File: src/rtl/uart_rx.sv
// 8N1 UART receiver: 2-flop synchronizer, mid-bit sampling,
// framing-error detection and break (held-low) suppression.
module uart_rx #(
    parameter int CLKS_PER_BIT = 1085
) (
    input  logic       i_clk,
    input  logic       i_rst,
    input  logic       i_rx_serial_data,
    output logic [7:0] o_rx_parallel_data,
    output logic       o_rx_valid,
    output logic       o_rx_frame_err,
    output logic       o_rx_busy
);

    localparam logic [15:0] HALF = 16'((CLKS_PER_BIT - 1) / 2);
    localparam logic [15:0] LAST = 16'(CLKS_PER_BIT - 1);

    typedef enum logic [2:0] {
        IDLE,
        START,
        DATA,
        STOP,
        WAIT_HIGH
    } state_t;

    state_t      state, state_n;
    logic        sync1, rx_s;
    logic [15:0] cnt, cnt_n;
    logic [2:0]  idx, idx_n;
    logic [7:0]  shreg, shreg_n;
    logic [7:0]  data_n;
    logic        valid_n, ferr_n;

    always_ff @(posedge i_clk) begin
        if (i_rst) begin
            sync1              <= 1'b1;
            rx_s               <= 1'b1;
            state              <= IDLE;
            cnt                <= '0;
            idx                <= '0;
            shreg              <= '0;
            o_rx_parallel_data <= '0;
            o_rx_valid         <= 1'b0;
            o_rx_frame_err     <= 1'b0;
            o_rx_busy          <= 1'b0;
        end else begin
            sync1              <= i_rx_serial_data;
            rx_s               <= sync1;
            state              <= state_n;
            cnt                <= cnt_n;
            idx                <= idx_n;
            shreg              <= shreg_n;
            o_rx_parallel_data <= data_n;
            o_rx_valid         <= valid_n;
            o_rx_frame_err     <= ferr_n;
            o_rx_busy          <= (state_n != IDLE);
        end
    end

    always_comb begin
        state_n = state;
        cnt_n   = cnt;
        idx_n   = idx;
        shreg_n = shreg;
        data_n  = o_rx_parallel_data;
        valid_n = 1'b0;
        ferr_n  = 1'b0;
        case (state)
            IDLE: begin
                if (!rx_s) begin
                    state_n = START;
                    cnt_n   = '0;
                end
            end
            START: begin
                cnt_n = cnt + 16'd1;
                // Decide on the edge where the count reaches mid-start-bit
                if (cnt + 16'd1 == HALF) begin
                    cnt_n   = '0;
                    idx_n   = '0;
                    state_n = rx_s ? IDLE : DATA;
                end
            end
            DATA: begin
                if (cnt == LAST) begin
                    shreg_n[idx] = rx_s;
                    cnt_n        = '0;
                    idx_n        = idx + 3'd1;
                    if (idx == 3'd7) begin
                        state_n = STOP;
                    end
                end else begin
                    cnt_n = cnt + 16'd1;
                end
            end
            STOP: begin
                if (cnt == LAST) begin
                    cnt_n = '0;
                    if (rx_s) begin
                        data_n  = shreg;
                        valid_n = 1'b1;
                        state_n = IDLE;
                    end else begin
                        ferr_n  = 1'b1;
                        state_n = WAIT_HIGH;
                    end
                end else begin
                    cnt_n = cnt + 16'd1;
                end
            end
            WAIT_HIGH: begin
                if (rx_s) begin
                    state_n = IDLE;
                end
            end
            default: state_n = IDLE;
        endcase
    end

endmodule

File: config.mk
export PLATFORM = sky130hd
export DESIGN_NAME = uart_rx
export DESIGN_NICKNAME = d
export VERILOG_FILES = /design/src/rtl/uart_rx.sv
export SDC_FILE = /design/constraint.sdc
export NUM_CORES = 1
export LEC_CHECK = 0
export ABC_AREA = 1
export CAP_MARGIN = 20
export CORE_MARGIN = 5
export CORE_UTILIZATION = 55
export DETAILED_ROUTE_END_ITERATION = 12
export GPL_ROUTABILITY_DRIVEN = 1
export PLACE_DENSITY = 0.74
export SKIP_LAST_GASP = 1
export SLEW_MARGIN = 20
export SYNTH_ARGS = -nofsm -noshare
export SYNTH_HDL_FRONTEND = slang
export SYNTH_SLANG_ARGS = --single-unit
File: constraint.sdc
create_clock -name i_clk -period 2.25 [get_ports i_clk]
set_input_delay 0.45 -clock i_clk [delete_from_list [all_inputs] [get_ports i_clk]]
set_output_delay 0.45 -clock i_clk [all_outputs]
set_load 0.005 [all_outputs]
* Word level (Yosys, flattened, before mapping)
Index checks and enable logic that the tools add are counted.
** Word-level totals
- Bits in registers :: 43
- Input bits :: 3
- Output and inout bits :: 11
- Word-level logic and storage cells :: 58
** Cells by class
- $add $sub $neg :: 2
- $lt $le $gt $ge :: 2
- Eq/ne operators :: 10
- Muxes and demuxes :: 21
- Bitwise gates (word level) :: 2
- Reduce and logical (&&, ||, !) cells :: 11
** Operators with widths (number)
- $mux W16 :: 3
- $pmux W16 S3 :: 1
- $mux W3 :: 9
- $add A16 B1 Y16 const B :: 1
- $eq A16 B10 Y1 const B :: 1
- $eq A16 B11 Y1 const B :: 1
- $pmux W3 S5 :: 1
- $bwmux W8 :: 1
- $eq A3 B2 Y1 const B :: 2
- $eq A3 B3 Y1 const B :: 2
- $ne A2 B2 Y1 const B :: 3
- $pmux W3 S2 :: 1
- $reduce_and A3 Y1 :: 2
- $reduce_bool A3 Y1 :: 2
- $lt A3 B4 Y1 const B :: 1
- $reduce_and A2 Y1 :: 2
- $add A3 B1 Y3 const B :: 1
- $demux W1 S3 :: 1
- $eq A3 B1 Y1 const B :: 1
- $ge A3 B1 Y1 const B :: 1
- $logic_not A3 Y1 :: 1
- $mux W1 :: 3
- $reduce_or A3 Y1 :: 1
- $mux W2 :: 1
- other kinds (4) :: 5

* Depth between registers and ports, before layout
Gate-level depths: netlist (run 1).
- Depth after elaboration :: 5
- Mapped depth :: 15
- Gate-level depth less buffers :: 15

* Least setup slack after synthesis (run 1)
Ideal clock, no wire load.
- Path kind :: reg-to-reg
- Start :: register cnt[0]
- End :: register idx[1]
- Library setup time :: 0.128 ns
- Data arrival time :: 1.623 ns
- Required time :: 2.122 ns
- Slack :: 0.499 ns
- Stages on the path, launching flop included :: 15
- Buffers on the path :: 0
- Cell sequence :: dfxtp_1 > ha_1 > nand3_2 > nor2_4 > nand2_1 > nand2_1 > nand2_2 > nor2_1 > nand2_1 > nor2_2 > nand2_2 > nand2_4 > nand3_1 > nand2_1 > nor2_1
** On the way
- Word-level cells in the longest chain between the ends :: 4
- Elaborated cells on any way between the ends :: 6
** Ends and longest elaborated chain
- start, declared :: line 28 : logic [15:0] cnt, cnt_n;
- start signal, assigned :: line 50 : cnt <= cnt_n;
- $add A16 B1 Y16 :: line 78 : if (cnt + 16'd1 == HALF) begin
- $eq A16 B10 Y1 :: line 78
- $ne A2 B2 Y1 (no source line)
- $reduce_and A3 Y1 (no source line) *
- end signal, assigned :: line 51 : idx <= idx_n;
- end, declared :: line 29 : logic [2:0] idx, idx_n;
Mark *: on every way between the ends. The rest lies on a longest branch, timed or not.
A chain may end at the register's enable or synchronous reset.

* Worst setup path after layout (run 1)
- Start :: register cnt[0]
- End :: register o_rx_busy
** On the way
- Word-level cells in the longest chain between the ends :: 5
- Elaborated cells on any way between the ends :: 8
** Ends and longest elaborated chain
- $add A16 B1 Y16 :: line 78
- $eq A16 B10 Y1 :: line 78
- $mux W3 :: line 78
- $pmux W3 S5 * :: line 68 : case (state)
- $reduce_bool A3 Y1 * :: line 56 : o_rx_busy <= (state_n != IDLE);
- end signal, assigned :: line 56
- end, declared :: line 12 : output logic o_rx_busy
Marks and branches as above.

==> results.tsv, run 1 <==
metric	value	unit
dp_hpwl	4110	um
ir_drop	0.372	mV
ant_nets	0	
drc_errors	0	
worstSetupStartpointType	flop	
clk-insertion-delay-late	0.30	ns
fillers	432	
syn_nets	386	
post-route-min-period	2.05	ns
start_util	56.0	%
hold_path_class	reg2reg	
final-max-slew-violation-count	0	
post_cts_buffers	0	
htreeDepth	2	
netlist_area	2420	sq um
drt_pass1_iterations	4	
drt-total-wl	5530	um
slew_headroom	71.4	%
die-area	5830	sq um
track_usage	20.2	%
cts_sinks	43	
clk_path_buf_depth	2	
grt_pass1_wl	9840	um
timing.final.ws_setup	0.205	ns
vias_per_cell	5.28	
gr-total-overflow	0	
yosys-top-cells-area	dfxtp_1 (36%), nand2_1 (16%), inv_1 (8.5%), nand3_1 (8.5%), nor2_1 (6.7%)	
areaGrowthSynthToFinish	13.2	%
fin_crit_sh	90.9	%
p_per_area	549	nW/um^2
drt-initial-drc-count	119	
preCtsSetupSlack	0.220	ns
status	finished clean	
setup_viol	0	
die_h	76.3	um
drive_above_1_share	8.06	%
worst_pin_slew	0.426	ns
cp-end-kind	flop	
wire_per_inst	12.3	um
utilization	63.4	%
avgSynthCellArea	6.40	sq um
place.gp.congestion	0.854	
synth-edff-count	0	
power_leakage	1.23	nW
die_width	76.3	um
clk_pin_slew_worst_paths	0.09	ns
ys_warn_count	0	
crit_fanout	5	
ys_top_cells_by_count	nand2_1 (100), inv_1 (55), dfxtp_1 (43), nor2_1 (43), nand3_1 (41)	
hold_viol_final	0	
grt_max_degree	29	
finish.net_count	404	
antenna_found_initial	0	
root_buffer	clkbuf_8	
ctsResizeCount	0	
fmax	489	MHz
cts_tree	done	
synth_cell_types	29	
std_cell_rows	24	
cts_inserted_buffers	5	
grt_setup_unrepaired	no	
arrival	2.25	ns
p_total	1.50	mW
io_buffers	13	
synth_ff_type	dfxtp_1	
yosys.cell_count.top_type	nand2_1	
pin_count	14	
fin_setup_tns	0	ns
syn_inst	378	
synth.largest_area_cell	dfxtp_1	
crit_required	2.45	ns
critPathKind	reg2reg	
drv_cap	0	
vias	2369	
ys_async_sr_fraction	0	%
skew	0.00693	ns
diodes	0	
holdBufCountCts	0	
yosys_register_bits	43	
synth_top_cell_area_share	35.6	%
ys_seq_area_share	35.6	%
grt_pass1_vias	2273	
core_area	4320	sq um
==> metrics by stage <==
step | instances | hold slack [ns] | cell area (sq um)
final | 449 | 0.414 | 2740
after global routing | 449 | 0.443 | 2740
after CTS | 449 | 0.422 | 2740
after detailed placement | 441 | 0.396 | 2610
after global placement | 441 | 0.391 | 2610
after floorplan | 378 | 0.389 | 2420
==> worst max-delay path, cell delays in order, from the launching register on <==
cell	delay, ns
dfxtp_1	0.42
ha_1	0.24
nand3_2	0.13
inv_1	0.14
nand2_1	0.06
nand2_1	0.12
nand3_1	0.11
nor2_1	0.09
nand2_1	0.07
nor2_2	0.15
nand2_2	0.08
nand2_4	0.09
nand3_1	0.09
nand2_1	0.09
nand2_1	0.06
==> flip-flops by register name (all words and copies together), names as in the netlist <==
register and count:
idx 3, state 3, cnt 16, o_rx_valid 1
o_rx_busy 1, o_rx_frame_err 1, shreg 8, sync1 1
o_rx_parallel_data 8, rx_s 1
==> path summary, 6_finish.rpt <==
check	endpoint	start	cells after the start	slack (ns)
worst max-delay path	o_rx_busy	cnt[0]	14	0.20
worst min-delay path	rx_s	sync1	1	0.41
worst max register to register	o_rx_busy	cnt[0]	14	0.20
worst min register to register	rx_s	sync1	1	0.41
==> cells by family after synthesis <==
family	count (synthesis)	share of synthesized area [%]
compound gates	43	9.31
simple gates	221	41.5
xor+xnor	3	1.09
flops	43	35.6
buf+inv	63	9.98
fa+ha+maj	5	2.59
==> report_power, final <==
group          switching (mW)  internal (mW)  leakage [nW]
Sequential            0.00888          0.768         0.347
Combinational          0.0547         0.0252         0.817
Clock                   0.282          0.365        0.0618
==> cells in the final DEF (no fill, tap or decap), drive strengths merged <==
master and count:
dfxtp 43, o211ai 1, clkdlybuf4s50 13, and2 1, xnor2 1, bufinv 1
o21ai 19, inv 58, a21oi 21, nand2 106, nor2 51, clkinv 1
nor4 4, nand3 42, xor2 2, nor3 7, clkbuf 6, nand4 8
o221ai 2, or2 2, ha 5, buf 3
==> routing by layer <==
layer  GRT usage, %  routed length [um]
met5              0                   0
met4           8.39                 144
met3           4.61                 211
met2           35.5                2730
met1           23.4                2450
==> final cells by class <==
type | count | area, sq um | share of cell area [%]
Tap cell | 52 | 65.1 | 2.37
Multi-Input combinational cell | 272 | 1320 | 48.3
Sequential cell | 43 | 861 | 31.4
Timing Repair Buffer | 16 | 153 | 5.57
Clock inverter | 2 | 38.8 | 1.42
Inverter | 58 | 218 | 7.95
Clock buffer | 6 | 82.6 | 3.01
(Power assumes the default switching activity.)
==> run 2, diff against run 1 <==
==> constraint.sdc (replaced) <==
create_clock -name i_clk -period 2.15 [get_ports i_clk]
set_input_delay 0.43 -clock i_clk [delete_from_list [all_inputs] [get_ports i_clk]]
set_output_delay 0.43 -clock i_clk [all_outputs]
set_load 0.005 [all_outputs]
==> run 2 against run 1 <==
Worst hold slack lost 0.0015 ns. Clock skew decreased by 0.0021 ns. Sequential share of layout area decreased by 0.71 points.
==> results.tsv, run 2 (synthesis gave the netlist of run 1 again) <==
metric	value	unit	change
cp-end-kind	flop		
grt_max_degree	29		unchanged
crit_required	2.35	ns	-0.10 ns
final_cell_mix	nand2_1 (100), inv_1 (55), nor2_1 (42)		
setup_viol	0		unchanged
grt_use_met1	22.9	%	-0.47 points
drive_above_1_share	10.8	%	+2.8 points
drc_errors	0		unchanged
vias	2405		+1.5%
die_h	76.3	um	unchanged
cts_inserted_buffers	5		unchanged
io_buffers	13		unchanged
power_leakage	1.27	nW	+3.6%
fin_setup_tns	0	ns	unchanged
wire_per_inst	12.7	um	+2.9%
grt_pass1_wl	9870	um	+0.35%
worstSetupStartpointType	flop		
post-route-min-period	1.99	ns	-0.0603 ns
crit_chain	ha_1 -> nand3_2 -> nor2_4 -> buf_4 -> xor2_1 -> nor2_1 -> nand2_1 -> nor2_2 -> nand2_2 -> nand2_4 -> nand3_1 -> nand2_1 -> nand2_1		
critPathKind	reg2reg		
slowest_stage	dfxtp_2		
root_buffer	clkbuf_8		
worst_pin_slew	0.408	ns	-0.0184 ns
hold_path_class	reg2reg		
fmax	504	MHz	+3.0%
drt-total-wl	5810	um	+5.0%
ir_drop	0.429	mV	+15%
cp_slowest_stage_delay	0.37	ns	-0.05 ns
clk_pin_slew_worst_paths	0.08	ns	about the same
htreeDepth	2		unchanged
cts_sinks	43		unchanged
grt_setup_unrepaired	no		
drt_pass1_iterations	4		unchanged
core_area	4320	sq um	unchanged
final_common_cell	nand2_1		
place.gp.congestion	0.853		-0.14%
crit_family	simple AND/OR/NAND/NOR gates		
antenna_found_initial	0		unchanged
start_util	56.0	%	unchanged
die-area	5830	sq um	unchanged
drv_cap	0		unchanged
timing.final.ws_setup	0.165	ns	-0.0397 ns
vias_per_cell	5.25		-0.48%
die_width	76.3	um	unchanged
slew_headroom	72.8	%	+1.4 points
regMostFlops	cnt		
final-max-slew-violation-count	0		unchanged
grt_pass1_vias	2330		+2.5%
p_per_area	556	nW/um^2	+1.2%
cp_common_cell	nand2_1		
track_usage	20.2	%	about the same
preCtsSetupSlack	0.134	ns	-0.0867 ns
hold_slack	0.412	ns	-0.00146 ns
dp_hpwl	4200	um	+2.4%
gr-usage-met2	35.1	%	-0.43 points
drt-initial-drc-count	196		+65%
top_usage_layer	met2		
finish.net_count	413		+2.2%
crit_fanout	8		+3
fin_crit_sh	92.3	%	+1.4 points
gr-total-overflow	0		unchanged
cts_tree	done		
diodes	0		unchanged
largest_reg_flops	16		unchanged
arrival	2.18	ns	-0.07 ns
pin_count	14		unchanged
clk_path_buf_depth	2		unchanged
skew	0.00481	ns	-0.00212 ns
hold_viol_final	0		unchanged
std_cell_rows	24		unchanged
cp_num_buf_inv	1		unchanged
clk-insertion-delay-late	0.30	ns	about the same
status	finished clean		
use_met3	4.14	%	-0.47 points
areaGrowthSynthToFinish	16.2	%	
reg_top3	cnt: 16 flops, o_rx_parallel_data: 8 flops, shreg: 8 flops		
ant_nets	0		unchanged
[run 2: cell type report]
class	instances	area (sq um)
clock buffers	6	82.6
fillers	395	1510
inverters	58	218
repair buffers	24	213
multi-input cells	273	1330
clock inverters	2	38.8
flip-flops and latches	43	863
well taps	52	65.1
[run 2: stage by stage]
stage / power (mW) / instance area [sq um] / cells / util [%]
6_report: 1.56 / 2810 / 458 / 65.0
5_1_grt: 1.63 / 2810 / 458 / 65.0
4_1_cts: 1.59 / 2750 / 451 / 63.6
3_5_place_dp: 0.917 / 2630 / 443 / 60.8
3_3_place_gp: 0.916 / 2630 / 443 / 60.8
2_1_floorplan: 0.886 / 2420 / 378 / -
[run 2: routing by layer]
layer	wire length (um)	vias to the layer above
met4	140	0
met2	2910	63
met1	2480	1071
met5	0	-
met3	276	13
li1	-	1258
[run 2: repair_timing]
action / in CTS / in global routing
setup buffers: 0 / 6
endpoints found under the setup margin: 0 / 19
hold buffers: 0 / 0
resized for setup: 0 / 4
[run 2: power by group]
part           switching (mW)  total (mW)  internal, mW
Sequential             0.0101       0.815         0.804
Combinational          0.0571      0.0843        0.0272
Clock                   0.281       0.663         0.382
[run 2: final timing paths]
check	from	to	slack [ns]	cells past startpoint
worst max-delay path	cnt[0]	o_rx_busy	0.16	13
worst min-delay path	sync1	rx_s	0.41	1
worst max register to register	cnt[0]	o_rx_busy	0.16	13
worst min register to register	sync1	rx_s	0.41	1
==> run 3, diff against run 2 <==
--- a/config.mk
+++ b/config.mk
@@ -8,10 +8,10 @@
 export ABC_AREA = 1
 export CAP_MARGIN = 20
 export CORE_MARGIN = 5
-export CORE_UTILIZATION = 55
+export CORE_UTILIZATION = 53
 export DETAILED_ROUTE_END_ITERATION = 12
 export GPL_ROUTABILITY_DRIVEN = 1
-export PLACE_DENSITY = 0.74
+export PLACE_DENSITY = 0.75
 export SKIP_LAST_GASP = 1
 export SLEW_MARGIN = 20
 export SYNTH_ARGS = -nofsm -noshare
==> constraint.sdc (replaced) <==
create_clock -name i_clk -period 1.77 [get_ports i_clk]
set_input_delay 0.354 -clock i_clk [delete_from_list [all_inputs] [get_ports i_clk]]
set_output_delay 0.354 -clock i_clk [all_outputs]
set_load 0.005 [all_outputs]
==> run 3 against run 2 <==
The flow now finishes with violations (setup timing). Clock skew up 0.0057 ns. Critical path type unchanged. Final area up 26%. Largest cell class unchanged. Critical path depth up 3. Combinational power up 59%. Global-route usage up 4.2 points. First-iteration DRC count up 21%.
==> results.tsv, run 3 (synthesis gave the netlist of run 1 again) <==
metric	value	unit	change
drv_cap	0		unchanged
drt_pass1_iterations	5		+1
cts_tree	done		
cp_num_buf_inv	2		+1
crit_chain	buf_6 -> nand2_4 -> nor2_4 -> buf_6 -> nand3_4 -> nand2_4 -> nand2_2 -> nor2_2 -> nand2_1 -> nor2_2 -> nand2_2 -> nand2_4 -> nand2_4 -> nand2_2 -> nand2_1 -> nor2_1		
violations	setup timing		
largest_reg_flops	16		unchanged
diodes	0		unchanged
worst_pin_slew	0.412	ns	+0.00404 ns
finish.net_count	465		+13%
p_per_area	493	nW/um^2	-11%
cp_common_cell	nand2_4		
pin_count	14		unchanged
clk_path_buf_depth	2		unchanged
worstSetupStartpointType	flop		
ff2ff_setup_slack	-0.24	ns	-0.41 ns
skew	0.0105	ns	+0.00566 ns
fillers	288		-27%
io_buffers	13		unchanged
arrival	2.25	ns	+0.07 ns
dp_hpwl	4860	um	+16%
place.gp.congestion	0.911		+6.8%
grt_max_degree	18		-38%
htreeDepth	2		unchanged
cp-end-kind	flop		
start_util	55.2	%	-0.77 points
die_h	77.6	um	+1.6%
grt_pass1_vias	2728		+17%
fin_crit_sh	114	%	+21 points
clk-insertion-delay-late	0.30	ns	about the same
final-max-slew-violation-count	0		unchanged
vias_per_cell	5.62		+7.0%
final_common_cell	nand2_1		
cts_inserted_buffers	5		unchanged
hold_viol_final	0		unchanged
r2r_cells	16		+3
hold_end	rx_s		
holdPathStages	1		unchanged
drt-initial-drc-count	237		+21%
drive_above_1_share	33.8	%	+23 points
r2r-start	cnt[1]		
core_area	4380	sq um	+1.4%
final_cell_mix	nand2_1 (80), inv_1 (53), buf_4 (52)		
crit_fanout	5		-3
drc_errors	0		unchanged
die_width	77.6	um	+1.6%
regMostFlops	cnt		
vias	2866		+19%
critPathKind	reg2reg		
wire_per_inst	15.8	um	+25%
reg_top3	cnt: 16 flops, o_rx_parallel_data: 8 flops, shreg: 8 flops		
reg2reg_to	idx[2]		
hold_path_class	reg2reg		
grt_pass1_wl	12200	um	+24%
gr-total-overflow	0		unchanged
die-area	6020	sq um	+3.3%
min-delay-start	sync1		
crit_required	2.01	ns	-0.34 ns
crit_family	simple AND/OR/NAND/NOR gates		
track_usage	24.4	%	+4.2 points
cts_sinks	43		unchanged
utilization	80.8	%	+16 points
root_buffer	clkbuf_8		
grt_setup_unrepaired	yes		
std_cell_rows	24		unchanged
cp_slowest_stage_delay	0.39	ns	+0.02 ns
hold_slack	0.420	ns	+0.00818 ns
timing.final.ws_setup	-0.242	ns	-0.407 ns
fmax	497	MHz	-1.3%
ant_nets	0		unchanged
ir_drop	0.437	mV	+1.8%
slew_headroom	72.4	%	-0.34 points
power_leakage	1.62	nW	+28%
areaGrowthSynthToFinish	46.4	%	
preCtsSetupSlack	-0.303	ns	-0.437 ns
slowest_stage	dfxtp_4		
clk_pin_slew_worst_paths	0.09	ns	about the same
status	finished, violations left		
post-route-min-period	2.01	ns	+0.0266 ns
antenna_found_initial	0		unchanged
drt-total-wl	8070	um	+39%
setup_viol	27		+27
-- run 3: area by class of cell --
cell class / instances / area [sq um] / share of cell area, %
tap: 52 / 65.1 / 1.84
timing repair buffer: 77 / 689 / 19.5
inverter: 58 / 218 / 6.14
clock buffer: 6 / 72.6 / 2.05
multi-input combinational: 272 / 1600 / 45.2
sequential: 43 / 885 / 25.0
clock inverter: 2 / 12.5 / 0.353
-- run 3: how the worst max path moves through the flow --
| stage | from | to | slack, ns | cells past startpoint |
|---|---|---|---|---|
| finish | cnt[1] | idx[2] | -0.24 | 16 |
| global route | cnt[1] | idx[2] | -0.38 | 16 |
| CTS | cnt[1] | idx[1] | -0.14 | 15 |
| detailed placement | cnt[0] | cnt[4] | -0.30 | 12 |
| global placement | cnt[1] | cnt[3] | -0.15 | 14 |
| floorplan | cnt[0] | idx[1] | 0.02 | 14 |
-- run 3: metal layers --
| layer | share of wire (%) | global-route usage [%] | up-vias | wire length [um] |
|---|---|---|---|---|
| li1 | - | - | 1371 | - |
| met1 | 43 | 31.6 | 1312 | 3450 |
| met2 | 47 | 40.2 | 151 | 3790 |
| met3 | 6.6 | 5.21 | 32 | 535 |
| met4 | 3.6 | 8.42 | 0 | 287 |
| met5 | 0 | 0 | - | 0 |
-- run 3: report_power, final --
part | switching [mW] | total (mW) | internal (mW)
Sequential | 0.0145 | 0.985 | 0.971
Clock | 0.353 | 0.629 | 0.276
Combinational | 0.0858 | 0.134 | 0.0481
Total | 0.453 | 1.75 | 1.30
-- run 3: timing repair --
item                                    in CTS  in global routing
endpoints found under the setup margin      30                 33
pin swaps                                   23                 31
setup buffers                                8                  6
cloned                                       1                  0
hold buffers                                 0                  0
gates resized for setup                     53                 47
-- run 3: stage by stage --
stage	TNS [ns]	instances	area [sq um]	total power, mW
floorplan	0	378	2420	1.08
global placement	-2.32	487	2970	1.12
detailed placement	-4.34	487	2970	1.13
CTS	-2.19	504	3310	1.74
global route	-7.07	510	3540	1.82
finish	-2.91	510	3540	1.75
